## src/rtl/wb_arb_pkg.sv

```systemverilog
// Shared types and default widths for the write-back port arbiter.
// Defines the arbiter state encoding and the parameter defaults that the
// interface, the result FIFO and the top all pick up.
package wb_arb_pkg;

    localparam int DATA_W_DEF   = 32;
    localparam int ADDR_W_DEF   = 6;
    localparam int DEPTH_DEF    = 2;
    localparam int MAX_WAIT_DEF = 4;

    // IDLE: no Long result buffered; PENDING: buffered results waiting;
    // FORCE: the WB stage is stalled this cycle so the FIFO head can drain.
    typedef enum logic [1:0] {
        IDLE    = 2'd0,
        PENDING = 2'd1,
        FORCE   = 2'd2
    } arbState_t;

endpackage

```

## src/rtl/wb_port_arbiter_if.sv

```systemverilog
// Bundle of WB-stage, long-latency-unit and register-file write-port signals.
// Pure wiring, no latency of its own.
// Long side uses valid/ready; Pipe side is held back by PipeStall.
interface wb_port_arbiter_if
    import wb_arb_pkg::*;
#(
    parameter int DATA_W = DATA_W_DEF,
    parameter int ADDR_W = ADDR_W_DEF
);
    logic              PipeWE;
    logic [ADDR_W-1:0] PipeWAddr;
    logic [DATA_W-1:0] PipeWData;
    logic              LongValid;
    logic              LongReady;
    logic [ADDR_W-1:0] LongWAddr;
    logic [DATA_W-1:0] LongWData;
    logic              PipeStall;
    logic              RegWBWE;
    logic [ADDR_W-1:0] RegWBAddr;
    logic [DATA_W-1:0] RegWBData;

    // Producer side: WB stage, long unit, and the register file observer.
    modport master (
        output PipeWE, PipeWAddr, PipeWData,
        output LongValid, LongWAddr, LongWData,
        input  LongReady, PipeStall,
        input  RegWBWE, RegWBAddr, RegWBData
    );

    // Arbiter side.
    modport slave (
        input  PipeWE, PipeWAddr, PipeWData,
        input  LongValid, LongWAddr, LongWData,
        output LongReady, PipeStall,
        output RegWBWE, RegWBAddr, RegWBData
    );
endinterface

```

## src/rtl/wb_result_fifo.sv

```systemverilog
// DEPTH-entry FIFO of {valid, addr, data} long-unit results with squash-by-address.
// Head is visible combinationally; push/pop/squash take effect at the next edge.
// Push is dropped when full, pop is dropped when empty; caller gates with full/empty.
module wb_result_fifo
    import wb_arb_pkg::*;
#(
    parameter int DATA_W = DATA_W_DEF,
    parameter int ADDR_W = ADDR_W_DEF,
    parameter int DEPTH  = DEPTH_DEF
) (
    input  logic                       clk,
    input  logic                       reset,
    input  logic                       push,
    input  logic [ADDR_W-1:0]          pushAddr,
    input  logic [DATA_W-1:0]          pushData,
    input  logic                       pop,
    input  logic                       squashEn,
    input  logic [ADDR_W-1:0]          squashAddr,
    output logic                       headValid,
    output logic [ADDR_W-1:0]          headAddr,
    output logic [DATA_W-1:0]          headData,
    output logic [$clog2(DEPTH+1)-1:0] count,
    output logic                       full,
    output logic                       empty
);
    localparam int PTR_W = $clog2(DEPTH);
    localparam int CNT_W = $clog2(DEPTH + 1);
    localparam logic [CNT_W-1:0] FULL_CNT = CNT_W'(DEPTH);

    logic [DEPTH-1:0]  entryValid;
    logic [ADDR_W-1:0] entryAddr [DEPTH];
    logic [DATA_W-1:0] entryData [DEPTH];
    logic [PTR_W-1:0]  wrPtr;
    logic [PTR_W-1:0]  rdPtr;
    logic              doPush;
    logic              doPop;

    assign full      = (count == FULL_CNT);
    assign empty     = (count == '0);
    assign doPush    = push && !full;
    assign doPop     = pop && !empty;
    assign headValid = entryValid[rdPtr];
    assign headAddr  = entryAddr[rdPtr];
    assign headData  = entryData[rdPtr];

    // Pointers wrap naturally at DEPTH (power of two); count tracks occupancy.
    always_ff @(posedge clk) begin
        if (reset) begin
            wrPtr <= '0;
            rdPtr <= '0;
            count <= '0;
        end else begin
            if (doPush) wrPtr <= wrPtr + 1'b1;
            if (doPop)  rdPtr <= rdPtr + 1'b1;
            if (doPush && !doPop)      count <= count + 1'b1;
            else if (!doPush && doPop) count <= count - 1'b1;
        end
    end

    // Valid bits: squash first, then pop clears, then push sets, so an entry
    // written this cycle survives a same-cycle squash of its address.
    always_ff @(posedge clk) begin
        if (reset) begin
            entryValid <= '0;
        end else begin
            for (int i = 0; i < DEPTH; i++) begin
                if (squashEn && entryValid[i] && entryAddr[i] == squashAddr)
                    entryValid[i] <= 1'b0;
            end
            if (doPop)  entryValid[rdPtr] <= 1'b0;
            if (doPush) entryValid[wrPtr] <= 1'b1;
        end
    end

    // Payload storage needs no reset; the valid bits gate its use.
    always_ff @(posedge clk) begin
        if (doPush) begin
            entryAddr[wrPtr] <= pushAddr;
            entryData[wrPtr] <= pushData;
        end
    end
endmodule

```

## src/rtl/wb_port_arbiter.sv

```systemverilog
// Arbitrates the register-file write port between the WB stage (priority) and buffered long-unit results.
// One cycle from grant to registered RegWB* outputs.
// Long side is throttled by LongReady (FIFO space); Pipe is stalled one cycle after MAX_WAIT lost cycles.
module wb_port_arbiter
    import wb_arb_pkg::*;
#(
    parameter int DATA_W   = DATA_W_DEF,
    parameter int ADDR_W   = ADDR_W_DEF,
    parameter int DEPTH    = DEPTH_DEF,
    parameter int MAX_WAIT = MAX_WAIT_DEF
) (
    input  logic               clk,
    input  logic               reset,
    wb_port_arbiter_if.slave   bus
);
    localparam int CNT_W  = $clog2(DEPTH + 1);
    localparam int WAIT_W = $clog2(MAX_WAIT + 1);
    localparam logic [WAIT_W-1:0] WAIT_LAST = WAIT_W'(MAX_WAIT - 1);
    localparam logic [WAIT_W-1:0] WAIT_SAT  = WAIT_W'(MAX_WAIT);
    localparam logic [CNT_W-1:0]  CNT_ONE   = CNT_W'(1);

    arbState_t         state;
    arbState_t         stateNext;
    logic [WAIT_W-1:0] waitCnt;
    logic              stallQ;
    logic              wbWeQ;
    logic [ADDR_W-1:0] wbAddrQ;
    logic [DATA_W-1:0] wbDataQ;

    logic              headValid;
    logic [ADDR_W-1:0] headAddr;
    logic [DATA_W-1:0] headData;
    logic [CNT_W-1:0]  count;
    logic              full;
    logic              empty;

    logic              pushEn;
    logic              popHead;
    logic              grantPipe;
    logic              wrEn;
    logic [ADDR_W-1:0] wrAddr;
    logic [DATA_W-1:0] wrData;
    logic              nextNonEmpty;

    assign pushEn        = bus.LongValid && !full;
    assign bus.LongReady = !full;
    assign bus.PipeStall = stallQ;
    assign bus.RegWBWE   = wbWeQ;
    assign bus.RegWBAddr = wbAddrQ;
    assign bus.RegWBData = wbDataQ;

    wb_result_fifo #(
        .DATA_W (DATA_W),
        .ADDR_W (ADDR_W),
        .DEPTH  (DEPTH)
    ) u_fifo (
        .clk        (clk),
        .reset      (reset),
        .push       (pushEn),
        .pushAddr   (bus.LongWAddr),
        .pushData   (bus.LongWData),
        .pop        (popHead),
        .squashEn   (grantPipe),
        .squashAddr (bus.PipeWAddr),
        .headValid  (headValid),
        .headAddr   (headAddr),
        .headData   (headData),
        .count      (count),
        .full       (full),
        .empty      (empty)
    );

    // Grant: forced drain beats Pipe, Pipe beats a waiting FIFO head.
    // A squashed head is popped without raising the write enable.
    always_comb begin
        popHead   = 1'b0;
        grantPipe = 1'b0;
        wrEn      = 1'b0;
        wrAddr    = bus.PipeWAddr;
        wrData    = bus.PipeWData;
        if (state == FORCE) begin
            popHead = 1'b1;
            wrEn    = headValid;
            wrAddr  = headAddr;
            wrData  = headData;
        end else if (bus.PipeWE) begin
            grantPipe = 1'b1;
            wrEn      = 1'b1;
        end else if (!empty) begin
            popHead = 1'b1;
            wrEn    = headValid;
            wrAddr  = headAddr;
            wrData  = headData;
        end
    end

    // Next state: force a stall on the MAX_WAIT-th lost cycle, else follow FIFO occupancy.
    always_comb begin
        nextNonEmpty = pushEn || (count > (popHead ? CNT_ONE : '0));
        stateNext    = IDLE;
        if (state != FORCE && grantPipe && !empty && waitCnt == WAIT_LAST)
            stateNext = FORCE;
        else if (nextNonEmpty)
            stateNext = PENDING;
    end

    // Arbiter FSM, starvation counter and registered write-port outputs.
    always_ff @(posedge clk) begin
        if (reset) begin
            state   <= IDLE;
            stallQ  <= 1'b0;
            waitCnt <= '0;
            wbWeQ   <= 1'b0;
            wbAddrQ <= '0;
            wbDataQ <= '0;
        end else begin
            state  <= stateNext;
            stallQ <= (stateNext == FORCE);
            if (popHead)
                waitCnt <= '0;
            else if (grantPipe && !empty && waitCnt != WAIT_SAT)
                waitCnt <= waitCnt + 1'b1;
            wbWeQ <= wrEn;
            if (wrEn) begin
                wbAddrQ <= wrAddr;
                wbDataQ <= wrData;
            end
        end
    end
endmodule

```

## src/flat_wrapper.sv

```systemverilog
// flat-port wrapper written by rule: the top's interface ports become plain ports
module wb_port_arbiter_flat import wb_arb_pkg::*;
#(
    parameter int DATA_W   = DATA_W_DEF,
    parameter int ADDR_W   = ADDR_W_DEF,
    parameter int DEPTH    = DEPTH_DEF,
    parameter int MAX_WAIT = MAX_WAIT_DEF
)
  (clk, reset, bus_PipeWE, bus_PipeWAddr, bus_PipeWData, bus_LongValid, bus_LongWAddr, bus_LongWData, bus_LongReady, bus_PipeStall, bus_RegWBWE, bus_RegWBAddr, bus_RegWBData);
  wb_port_arbiter_if #(.DATA_W(DATA_W), .ADDR_W(ADDR_W)) bus_i ();
  input  logic clk;
  input  logic reset;
  input wire logic [$bits(bus_i.PipeWE)-1:0] bus_PipeWE;
  input wire logic [$bits(bus_i.PipeWAddr)-1:0] bus_PipeWAddr;
  input wire logic [$bits(bus_i.PipeWData)-1:0] bus_PipeWData;
  input wire logic [$bits(bus_i.LongValid)-1:0] bus_LongValid;
  input wire logic [$bits(bus_i.LongWAddr)-1:0] bus_LongWAddr;
  input wire logic [$bits(bus_i.LongWData)-1:0] bus_LongWData;
  output wire logic [$bits(bus_i.LongReady)-1:0] bus_LongReady;
  output wire logic [$bits(bus_i.PipeStall)-1:0] bus_PipeStall;
  output wire logic [$bits(bus_i.RegWBWE)-1:0] bus_RegWBWE;
  output wire logic [$bits(bus_i.RegWBAddr)-1:0] bus_RegWBAddr;
  output wire logic [$bits(bus_i.RegWBData)-1:0] bus_RegWBData;
  assign bus_i.PipeWE = bus_PipeWE;
  assign bus_i.PipeWAddr = bus_PipeWAddr;
  assign bus_i.PipeWData = bus_PipeWData;
  assign bus_i.LongValid = bus_LongValid;
  assign bus_i.LongWAddr = bus_LongWAddr;
  assign bus_i.LongWData = bus_LongWData;
  assign bus_LongReady = bus_i.LongReady;
  assign bus_PipeStall = bus_i.PipeStall;
  assign bus_RegWBWE = bus_i.RegWBWE;
  assign bus_RegWBAddr = bus_i.RegWBAddr;
  assign bus_RegWBData = bus_i.RegWBData;
  wb_port_arbiter #(.DATA_W(DATA_W), .ADDR_W(ADDR_W), .DEPTH(DEPTH), .MAX_WAIT(MAX_WAIT)) u_core (.clk(clk), .reset(reset), .bus(bus_i));
endmodule
```

## config.mk

```make
export PLATFORM = sky130hd
export DESIGN_NAME = wb_port_arbiter_flat
export DESIGN_NICKNAME = d
export VERILOG_FILES = /design/src/rtl/wb_arb_pkg.sv /design/src/rtl/wb_port_arbiter_if.sv /design/src/rtl/wb_result_fifo.sv /design/src/rtl/wb_port_arbiter.sv /design/src/flat_wrapper.sv
export SDC_FILE = /design/constraint.sdc
export NUM_CORES = 1
export LEC_CHECK = 0
export CAP_MARGIN = 20
export CORE_ASPECT_RATIO = 0.5
export CORE_MARGIN = 3
export CORE_UTILIZATION = 35
export CTS_BUF_LIST = sky130_fd_sc_hd__clkbuf_4
export CTS_CLUSTER_DIAMETER = 100
export DETAILED_ROUTE_END_ITERATION = 8
export SYNTH_ARGS = -nofsm -noshare
export SYNTH_HDL_FRONTEND = slang
export SYNTH_HIERARCHICAL = 1
export SYNTH_SLANG_ARGS = --single-unit
```

## constraint.sdc

```tcl
create_clock -name clk -period 4.2 [get_ports clk]
set_clock_uncertainty 0.2 [all_clocks]
set_input_delay 0.63 -clock clk [delete_from_list [all_inputs] [get_ports clk]]
set_output_delay 0.63 -clock clk [all_outputs]
set_load 0.05 [all_outputs]
```

==> metrics.md <==
| Metric | Value |
|---|---|
| Minimum clock period | `around 3 ns` |
| Post-synth top area share | `approximately 36%` |
| Global route total overflow | `0` |
| Final hold violation count | `0` |
| Setup Fix Bufs, Post-CTS | `0` |
| HPWL after DPL | `roughly 9500 um` |
| Synth top area cells | `edfxtp_1, dfxtp_1, a211oi_2, mux2_2, a21oi_2` |
| Site row count | `33` |
| Share of cells above drive strength 1 | `between 20% and 30%` |
| Comb power frac | `34.2%` |
| Worst hold path type | `register to register` |
| Setup TNS | `0 ns` |
| Cells on Worst Hold Path | `2` |
| Req. time, crit path | `3.37 ns` |
| Clock sink count | `between 100 and 150` |
| Synth Register Bits | `~130` |
| Vias in the first global route | `approximately 4200` |
| Hold Path Origin | `u_core/waitCnt[0]` |
| Remaining antenna violation count | `0` |
| Sw Ratio | `~36%` |
| Reg2reg end | `u_core/u_fifo/entryData[0][30]` |
| Pleak | `around 2.6 nW` |
| Die ar. | `between 0.015 and 0.02 mm2` |
| Max VDD drop | `about 220 uV` |
| # DRC | `0` |
| Leading cell types by count after synthesis | `edfxtp_1, a21oi_1, dfxtp_1` |
| Core area | `0.01697 mm2` |
| Critical path's slowest cell | `clkdlybuf4s50_1` |
| Ports | `approximately 120` |
| Core Util, Final | `between 40% and 50%` |
| Tcrit/Tclk final | `70.19%` |
| Buffer levels on the longest clock path | `2` |
| Clk slew on worst S/H paths | `0.12 ns` |
| Power, Total | `roughly 3.7 mW` |
| Final setup viols | `0` |
| Largest net degree at the start of global routing | `62` |
| Worst-path cell chain | `nand2b_4 > inv_2 > inv_1 > clkdlybuf4s50_1` |
| Area grow syn2layout | `23.84%` |
| Distinct cell type count after synthesis | `about 40` |
| Syn avg cell area | `between 10 and 15 um2` |
| Mapped Cells | `520` |
| RR Startpoint | `u_core/u_fifo/count[0]` |
| Routed len/inst | `roughly 17 um` |
| Sw Pwr | `between 1 and 1.5 mW` |
| Hold EP | `u_core/waitCnt[0]` |
| # nets final | `approximately 710` |
| Number of synthesized flops with an enable pin | `76` |
| Pwr/cell area | `about 480 mW/mm2` |
| IO buf count | `120` |
| Drt total wl | `approximately 14000 um` |
| Vias | `~4300` |
| Unrepaired setup endpoints after global routing | `no` |
| Syn Std Cell Area | `approximately 0.0063 mm2` |
| Crit path DAT | `2.12 ns` |
| Reg power frac | `between 40% and 50%` |
| Total GRT Usage | `about 15%` |
| FFs w/ async S/R, synth | `0%` |
| RD Place Congestion | `about 0.7` |
| Flop-to-flop setup slack | `1.38 ns` |
| First-pass GRT wire length | `~23000 um` |
| Syn nets | `between 600 and 700` |
| CTS Hold Bufs | `0` |
| Clock share of power | `between 20% and 30%` |
| Max cap viols | `0` |
| Cells after DPL | `830` |
| Antenna violations before repair | `1` |
| Slew @ Worst Pin | `1.042 ns` |
| Worst path max stage delay | `0.79 ns` |
| Clock buffer count from CTS | `17` |
| Ys Warns | `6` |
| Final hold slack | `~0.3 ns` |
| Seq/Total Area, Yosys | `a little over half` |
| Count leader, synth | `edfxtp_1` |
| P_int | `2.352 mW` |
| Via-per-instance ratio | `about 5` |
| Initial Utilization | `roughly 37%` |
| Die width | `between 150 and 200 um` |
| Area leader, netlist | `edfxtp_1` |
| Critical path launch point type | `register` |
| Cts repair resizes | `0` |
| Crit end category | `output pin` |
| Register-to-Register Path Depth | `7` |
| DRT Pass-1 Iters | `4` |
| Die Span Y | `approximately 100 um` |
| CTS tree | `yes` |
| H-tree levels | `4` |
| Worst rel slew slack | `between 30% and 40%` |
| Critical path class | `register to output pin` |
| Status | `finished clean` |
| CP max FO | `6` |
| Ys flop type | `edfxtp_1` |
| Fmax | `roughly 0.34 GHz` |
| Clk root buf | `clkbuf_4` |
| Clk_lat worst skew | `~0.50 ns` |
| Initial DRC count | `roughly 170` |
| Slew Viols, Final | `0` |
| Layout Cells excl Fill | `~860` |
[sequential cells by signal, indices dropped and copies added (netlist names), named ones only]
signal	flops
u_core/bus.RegWBData	32
u_core/u_fifo/count	2
u_core/u_fifo/entryValid	2
u_core/bus.RegWBWE	1
u_core/waitCnt	3
u_core/state	2
u_core/u_fifo/wrPtr	1
u_core/u_fifo/entryData	64
u_core/bus.RegWBAddr	6
u_core/u_fifo/rdPtr	1
u_core/u_fifo/entryAddr	12
[how the worst max path moves through the flow]
| stage | start | endpoint | slack [ns] |
|---|---|---|---|
| finish | u_core/u_fifo/count[0] | bus_LongReady | 1.25 |
| global route | u_core/u_fifo/count[0] | bus_LongReady | 1.14 |
| CTS | u_core/u_fifo/count[0] | bus_LongReady | 1.20 |
| detailed placement | bus_LongValid | u_core/u_fifo/entryData[0][24] | 1.06 |
| global placement | bus_LongValid | u_core/u_fifo/entryData[0][29] | 1.10 |
| floorplan | u_core/u_fifo/count[0] | u_core/u_fifo/entryAddr[0][0] | 1.58 |
[layout by cell type (no fill, tap or decap), types with 3 or more instances in the layout]
cell type / instances
a211oi_1: 8
mux2_2: 28
nor2_1: 6
buf_4: 7
clkdlybuf4s50_1: 118
clkinv_2: 3
a31o_1: 30
clkinv_4: 3
inv_1: 46
a211oi_2: 30
o31ai_1: 3
o21ai_1: 3
dfxtp_1: 50
a21oi_2: 30
ha_1: 5
a21oi_1: 52
nand2_1: 3
edfxtp_1: 76
clkinvlp_4: 5
inv_2: 4
nand2b_1: 39
xnor2_1: 7
mux2_1: 11
a31o_2: 8
xor2_1: 8
clkbuf_4: 17
nor2b_1: 3
[per-layer routing]
metal	track usage (%)	part of all wire (%)
met5	0	0
met4	4.433	0.91
met3	2.738	2.6
met2	25.44	50
met1	19.10	47
[kinds of logic after synthesis]
group	after synthesis	share of synthesized area (%)
adder cells (fa/ha/maj)	5	0.9950
buffers and inverters	94	7.582
AND/OR/NAND/NOR	68	6.826
multiplexers	39	6.985
flip-flops	127	52.54
XOR/XNOR	15	2.090
AO/OA/AOI/OAI	172	22.98
[final cells by class]
| type | instances | area (um2) |
|---|---|---|
| diodes | 1 | 2.502 |
| clock buffers | 17 | 127.6 |
| clock inverters | 14 | 121.4 |
| fillers | 1587 | 9184 |
| inverters | 50 | 187.7 |
| multi-input cells | 299 | 2515 |
| flip-flops and latches | 127 | 3304 |
| well taps | 227 | 284.0 |
| repair buffers | 127 | 1244 |
[worst max-delay path, delay by kind of cell, from the launching register on]
kind | cells | cell delay (ns)
buf+inv | 3 | 0.91
simple gates | 1 | 0.24
flops | 1 | 0.47
[through the flow]
stage	area [um2]	worst slack [ns]
global route	7786	1.137
global placement	7535	1.104
detailed placement	7535	1.058
floorplan	6287	1.581
finish	7786	1.252
CTS	7784	1.196
[power groups by stage]
stage	Combinational [mW]	Sequential (mW)	Clock [mW]
4_1_cts	1.28	1.68	0.784
6_report	1.26	1.68	0.757
5_1_grt	1.37	1.70	0.833
3_5_place_dp	1.27	1.71	0
2_1_floorplan	0.803	1.83	0
3_3_place_gp	1.26	1.70	0
Note: power is estimated with default switching activity, not from simulation.
